===== src/rtl/i2s_bram_capture_dma.sv =====
// Captures a clip of 16-bit audio samples into PS-shared BRAM, one word per clock.
// Define I2S_CAPTURE_PACK_SAMPLES_EN to pack two samples per 32-bit word.
module i2s_bram_capture_dma #(
  parameter int unsigned NUM_WORDS  = 256,
  parameter logic [31:0] BASE_ADDR  = 32'h0,
  parameter int unsigned FIFO_DEPTH = 4
) (
  input  logic        clk,
  input  logic        rst,
  output logic [31:0] BRAM_addr,
  output logic        BRAM_clk,
  output logic [31:0] BRAM_din,
  input  logic [31:0] BRAM_dout,
  output logic        BRAM_en,
  output logic        BRAM_rst,
  output logic [3:0]  BRAM_we,
  input  logic        start,
  input  logic        pause,
  input  logic [15:0] sample_in,
  input  logic        sample_valid,
  output logic        sample_ready,
  output logic        busy,
  output logic        done,
  output logic        overflow,
  output logic [15:0] words_written
);

  localparam int unsigned PTR_W = $clog2(FIFO_DEPTH);
  localparam int unsigned CNT_W = PTR_W + 1;
`ifdef I2S_CAPTURE_PACK_SAMPLES_EN
  localparam int unsigned TOTAL_SAMPLES = 2 * NUM_WORDS;
`else
  localparam int unsigned TOTAL_SAMPLES = NUM_WORDS;
`endif
  localparam logic [16:0]      TOTAL_C = 17'(TOTAL_SAMPLES);
  localparam logic [15:0]      WORDS_C = 16'(NUM_WORDS);
  localparam logic [CNT_W-1:0] DEPTH_C = CNT_W'(FIFO_DEPTH);

  typedef enum logic [1:0] {
    ST_IDLE    = 2'd0,
    ST_CAPTURE = 2'd1,
    ST_DONE    = 2'd2
  } state_t;

  state_t           state_q, state_d;
  logic [15:0]      fifo_mem_q [FIFO_DEPTH];
  logic [PTR_W-1:0] wr_ptr_q, wr_ptr_d;
  logic [PTR_W-1:0] rd_ptr_q, rd_ptr_d;
  logic [CNT_W-1:0] fifo_cnt_q, fifo_cnt_d;
  logic [16:0]      acc_cnt_q, acc_cnt_d;
  logic [15:0]      words_q, words_d;
  logic             busy_q, busy_d;
  logic             done_q, done_d;
  logic             ovf_q, ovf_d;
  logic             bram_en_q, bram_en_d;
  logic [3:0]       bram_we_q, bram_we_d;
  logic [31:0]      bram_din_q, bram_din_d;
  logic [31:0]      bram_addr_q, bram_addr_d;
  logic             bram_rst_q, bram_rst_d;
`ifdef I2S_CAPTURE_PACK_SAMPLES_EN
  logic [15:0]      low_q, low_d;
  logic             half_q, half_d;
`endif

  logic        in_capture;
  logic        fifo_full;
  logic        fifo_empty;
  logic        push;
  logic        pop;
  logic [15:0] head;
  logic        issue;
  logic [31:0] word_data;
  logic        unused_dout;

  // Read data port exists only so the block drops into the playback wiring.
  assign unused_dout = ^BRAM_dout;

  // Valid/ready: a sample transfers on any rising edge where both are high.
  // sample_ready depends on registered state only, never on sample_valid.
  assign in_capture   = (state_q == ST_CAPTURE);
  assign fifo_full    = (fifo_cnt_q == DEPTH_C);
  assign fifo_empty   = (fifo_cnt_q == '0);
  assign sample_ready = in_capture && !fifo_full && (acc_cnt_q < TOTAL_C);
  assign push         = sample_valid && sample_ready;
  assign pop          = in_capture && !fifo_empty && !pause;
  assign head         = fifo_mem_q[rd_ptr_q];

  always_comb begin
    state_d     = state_q;
    wr_ptr_d    = wr_ptr_q;
    rd_ptr_d    = rd_ptr_q;
    fifo_cnt_d  = fifo_cnt_q;
    acc_cnt_d   = acc_cnt_q;
    words_d     = words_q;
    busy_d      = busy_q;
    done_d      = done_q;
    ovf_d       = ovf_q;
    bram_en_d   = 1'b0;
    bram_we_d   = 4'h0;
    bram_din_d  = bram_din_q;
    bram_addr_d = bram_addr_q;
    bram_rst_d  = 1'b0;
    issue       = 1'b0;
    word_data   = 32'h0;
`ifdef I2S_CAPTURE_PACK_SAMPLES_EN
    low_d       = low_q;
    half_d      = half_q;
`endif

    case (state_q)
      ST_IDLE, ST_DONE: begin
        if (start) begin
          state_d    = ST_CAPTURE;
          busy_d     = 1'b1;
          done_d     = 1'b0;
          ovf_d      = 1'b0;
          words_d    = 16'h0;
          acc_cnt_d  = 17'h0;
          wr_ptr_d   = '0;
          rd_ptr_d   = '0;
          fifo_cnt_d = '0;
`ifdef I2S_CAPTURE_PACK_SAMPLES_EN
          half_d     = 1'b0;
`endif
        end
      end
      ST_CAPTURE: begin
        if (sample_valid && fifo_full) begin
          ovf_d = 1'b1;
        end
        if (push) begin
          wr_ptr_d  = wr_ptr_q + 1'b1;
          acc_cnt_d = acc_cnt_q + 17'd1;
        end
        if (pop) begin
          rd_ptr_d = rd_ptr_q + 1'b1;
`ifdef I2S_CAPTURE_PACK_SAMPLES_EN
          if (!half_q) begin
            low_d  = head;
            half_d = 1'b1;
          end else begin
            half_d    = 1'b0;
            issue     = 1'b1;
            word_data = {head, low_q};
          end
`else
          issue     = 1'b1;
          word_data = {{16{head[15]}}, head};
`endif
        end
        case ({push, pop})
          2'b10:   fifo_cnt_d = fifo_cnt_q + 1'b1;
          2'b01:   fifo_cnt_d = fifo_cnt_q - 1'b1;
          default: fifo_cnt_d = fifo_cnt_q;
        endcase
        if (words_q == WORDS_C && fifo_empty) begin
          state_d = ST_DONE;
          busy_d  = 1'b0;
          done_d  = 1'b1;
        end
      end
      default: begin
        state_d = ST_IDLE;
        busy_d  = 1'b0;
      end
    endcase

    // The count guard keeps the address inside the clip window.
    if (issue && words_q != WORDS_C) begin
      bram_en_d   = 1'b1;
      bram_we_d   = 4'hF;
      bram_din_d  = word_data;
      bram_addr_d = BASE_ADDR + {14'h0, words_q, 2'b00};
      words_d     = words_q + 16'd1;
    end
  end

  always_ff @(posedge clk) begin
    if (rst) begin
      state_q     <= ST_IDLE;
      wr_ptr_q    <= '0;
      rd_ptr_q    <= '0;
      fifo_cnt_q  <= '0;
      acc_cnt_q   <= 17'h0;
      words_q     <= 16'h0;
      busy_q      <= 1'b0;
      done_q      <= 1'b0;
      ovf_q       <= 1'b0;
      bram_en_q   <= 1'b0;
      bram_we_q   <= 4'h0;
      bram_din_q  <= 32'h0;
      bram_addr_q <= BASE_ADDR;
      bram_rst_q  <= 1'b1;
`ifdef I2S_CAPTURE_PACK_SAMPLES_EN
      low_q       <= 16'h0;
      half_q      <= 1'b0;
`endif
    end else begin
      state_q     <= state_d;
      wr_ptr_q    <= wr_ptr_d;
      rd_ptr_q    <= rd_ptr_d;
      fifo_cnt_q  <= fifo_cnt_d;
      acc_cnt_q   <= acc_cnt_d;
      words_q     <= words_d;
      busy_q      <= busy_d;
      done_q      <= done_d;
      ovf_q       <= ovf_d;
      bram_en_q   <= bram_en_d;
      bram_we_q   <= bram_we_d;
      bram_din_q  <= bram_din_d;
      bram_addr_q <= bram_addr_d;
      bram_rst_q  <= bram_rst_d;
`ifdef I2S_CAPTURE_PACK_SAMPLES_EN
      low_q       <= low_d;
      half_q      <= half_d;
`endif
    end
  end

  // Sample storage carries no reset; occupancy is tracked by the pointers.
  always_ff @(posedge clk) begin
    if (push) begin
      fifo_mem_q[wr_ptr_q] <= sample_in;
    end
  end

  assign BRAM_clk      = clk;
  assign BRAM_addr     = bram_addr_q;
  assign BRAM_din      = bram_din_q;
  assign BRAM_en       = bram_en_q;
  assign BRAM_we       = bram_we_q;
  assign BRAM_rst      = bram_rst_q;
  assign busy          = busy_q;
  assign done          = done_q;
  assign overflow      = ovf_q;
  assign words_written = words_q;

endmodule


===== config.mk =====
export PLATFORM = sky130hd
export DESIGN_NAME = i2s_bram_capture_dma
export DESIGN_NICKNAME = d
export VERILOG_FILES = /design/src/rtl/i2s_bram_capture_dma.sv
export SDC_FILE = /design/constraint.sdc
export NUM_CORES = 1
export LEC_CHECK = 0
export BUFFER_PORTS_ARGS = -buffer_cell sky130_fd_sc_hd__buf_4
export CAP_MARGIN = 5
export CORE_MARGIN = 2
export CORE_UTILIZATION = 44
export DETAILED_ROUTE_END_ITERATION = 16
export PLACE_DENSITY = 0.67
export SLEW_MARGIN = 40
export SYNTH_ARGS = -nofsm -noshare
export SYNTH_HDL_FRONTEND = slang
export SYNTH_SLANG_ARGS = --single-unit

===== constraint.sdc =====
create_clock -name clk -period 3.13 [get_ports clk]
set_input_delay 0.1565 -clock clk [delete_from_list [all_inputs] [get_ports clk]]
set_output_delay 0.1565 -clock clk [all_outputs]
set_load 0.05 [all_outputs]

==> metrics.txt <==
result of the run completed; Cell Area, Synth 6000 um2; Vias per Instance 5.195; fraction of power spent switching nets 0.2262; minimum period implied by the final worst setup slack 2399 ps; average wire length per cell after detail routing approximately 16 um; area of the die approximately 15000 um2; Die Span Y ~120 um; residual DRC count 0; HPWL after detailed placement approximately 8200 um; Hold Path Class input port to register; CP required 3510 ps; crit start category register; Syn-to-layout area delta 24.82%; final setup violating endpoints 0; max capacitance violation total 0; startpoint of the worst register-to-register path acc_cnt_q[8]; clock-pin slew on the worst setup and hold paths about 60 ps; number of primary I/O pins about 140; timing-limited maximum frequency about 0.42 GHz; Worst EP arrival about 2800 ps; Slew Limit Fails 0; die span in x 120.8 um; first-pass GRT wire length between 20000 and 25000 um; number of register bits inferred by synthesis 145; leakage power figure around 0.0028 uW; Post-synth EDFFs between 60 and 70; final-report hold violation count 0; clock tree from TritonCTS yes; Synth Instances around 530; Worst Setup Slack, final approximately 730 ps; Internal Pwr Total 3471 uW; top cell type's share of synthesized area 0.3203; all-layer global routing usage 0.1925; post-route setup TNS 0 ps; Clock Skews ~11 ps; share of synthesized flip-flops with an asynchronous set or reset 0; count of antenna diodes in the layout 0; worst-path fanout max 6; worst reg-to-reg setup slack about 730 ps; kind of critical path register to register; drt pass-1 iters 4; launch instance of the worst min-delay path rst; worst vdd rail ir drop around 380 uV; top cells by area, synth edfxtp_1 (32%), dfxtp_1 (27%), mux4_2 (6.0%); type of element capturing the critical path register; sequential element share of the synthesized area 0.5906; library cell with the largest summed area after synthesis edfxtp_1; average cell area after synthesis ~11 um2; RSZ-0062 raised after global routing false; part of the power in registers 0.447; final RePlAce weighted congestion between 0.7 and 0.8; Core Footprint about 13000 um2; number of distinct library cells after synthesis 48; antenna violations before repair 0; total cell area at the placement stage 6651 um2; Final #Nets between 600 and 700; source-to-sink clock delay at the later pin of the worst-skew pair about 540 ps; power density over the cells about 600 nW/um2; Final Cell Area between 7000 and 8000 um2; via count of the first global-routing pass roughly 4200; depth of the worst register-to-register path 8; DRC violation total after the first TritonRoute iteration 340; worst hold path depth 1; pre-CTS setup slack around 700 ps; starting density of the core 0.4513; Port Buf Inserts 95; share of post-route cells with drive strength above 1 0.2626; final worst-path cycle share 0.7664; part of the total power dissipated in the clock network 0.500; slew at the pin closest to its max-slew limit 701.6 ps; total gr overflow 0; Slew Limit Headroom 0.5322; total detailed-routing wirelength around 13000 um; number of nets with antenna violations after routing 0; top_reg_cell synth dfxtp_1; row count 42; destination of the worst hold path BRAM_rst; Worst R2R End fifo_cnt_q[1]; net switching component of the power roughly 1000 uW; post-CTS setup buffers 0; total number of yosys warnings 0; Comb pwr share 0.052; total via count after detailed routing ~4200; maximum number of pins on one net before global-route repair 67
==> how the worst max path moves through the flow <==
| stage | endpoint | cells past startpoint | start |
|---|---|---|---|
| 2_1_floorplan | fifo_cnt_q[2] | 8 | acc_cnt_q[8] |
| 3_3_place_gp | BRAM_din[7] | 8 | words_written[0] |
| 3_5_place_dp | BRAM_din[10] | 8 | words_written[0] |
| 4_1_cts | BRAM_din[10] | 8 | words_written[0] |
| 5_1_grt | fifo_cnt_q[2] | 8 | acc_cnt_q[8] |
| 6_report | fifo_cnt_q[1] | 8 | acc_cnt_q[8] |
==> flip-flops by register name, summed over array words and instances, names as in the netlist, named ones only <==
name and count:
fifo_mem_q 64, acc_cnt_q 17, BRAM_addr 16, BRAM_din 16, words_written 16, fifo_cnt_q 3, rd_ptr_q 2, state_q 2
wr_ptr_q 2, BRAM_rst 1, BRAM_we 1, busy 1, done 1, overflow 1
==> power groups by stage <==
stage,Clock (uW),Sequential (uW),Combinational [uW]
6_report,2240,2010,235
5_1_grt,2380,2010,253
4_1_cts,2290,2010,236
3_5_place_dp,68.9,2050,219
3_3_place_gp,68.9,2050,214
2_1_floorplan,68.9,2060,155
==> placed cells by master, fill, tap and decap left out, types with 4 or more instances in the layout <==
cell type,instances
nand3b_1,5
clkbuf_16,20
edfxtp_1,64
dlygate4sd3_1,17
nor4_1,6
nand2_1,85
conb_1,16
mux2i_1,4
or4_1,4
nand2b_1,5
inv_1,6
nand4_1,12
buf_4,107
nor3_1,4
mux4_2,16
nand3_1,22
and4_1,5
nor2_1,24
a21oi_1,46
ha_1,7
dfxtp_1,80
or3_1,5
xnor2_1,7
a31oi_1,5
and2_1,11
and3_1,7
==> metal layers <==
metal | routed length, um | track usage | vias to the layer above
met3 | 788 | 0.06179 | 17
met4 | 211 | 0.08721 | 0
li1 | - | - | 2024
met5 | 0 | 0 | -
met2 | 6214 | 0.3090 | 142
met1 | 5579 | 0.2371 | 2035
==> synthesized netlist by cell type (all sizes together) (2+ instances only) <==
cell type / number
nor3: 4
or3b: 2
or3: 5
nand2: 86
and2: 12
nor4b: 2
ha: 7
xor2: 3
mux2i: 4
xnor2: 7
mux4: 16
o211ai: 2
nand3b: 5
or4: 4
nor4: 6
and4: 5
nand2b: 5
or2: 3
and3: 7
nand3: 22
edfxtp: 64
clkbuf: 11
buf: 54
a21oi: 47
a31oi: 5
nand4b: 3
nor2: 25
nor2b: 3
nand4: 12
inv: 6
dfxtp: 81
==> per-stage QoR <==
stage	std cells	hold slack, ps	utilization	total power (uW)
after global routing	812	119.7	0.5632	4639
after global placement	760	326.3	0.5003	2329
final	812	93.47	0.5632	4485
after detailed placement	760	326.3	0.5003	2335
after floorplan	542	184.2	-	2285
after CTS	812	94.15	0.5631	4529
==> worst max-delay path, cell delays in order, from the launching register on <==
cell	delay, ps
dfxtp_1	310
nor4_1	390
nand4_1	380
nor2_2	200
nor2_1	70
fa_1	430
nor2b_1	150
o211ai_1	140
o2111ai_1	170
==> area by class of cell <==
class | count | area [um2]
clock buffer | 25 | 543.0
clock inverter | 11 | 128.9
fill | 1135 | 5807
inverter | 6 | 22.52
multi-input combinational | 326 | 2063
sequential | 145 | 3545
tap | 176 | 220.2
timing repair buffer | 123 | 965.9
==> repair_timing <==
action / in CTS / in global routing
endpoints found under the hold margin: 66 / 0
gates resized for setup: 0 / 0
hold buffers: 17 / 0
==> logic make-up after synthesis <==
kind of cell | synth area share
adder cells (fa/ha/maj) | 0.01793
AO/OA/AOI/OAI | 0.05527
XOR/XNOR | 0.01460
buffers and inverters | 0.07508
flip-flops | 0.5906
AND/OR/NAND/NOR | 0.1791
multiplexers | 0.06674
other | 0.0006251
Power figures use the tool's default switching activity.
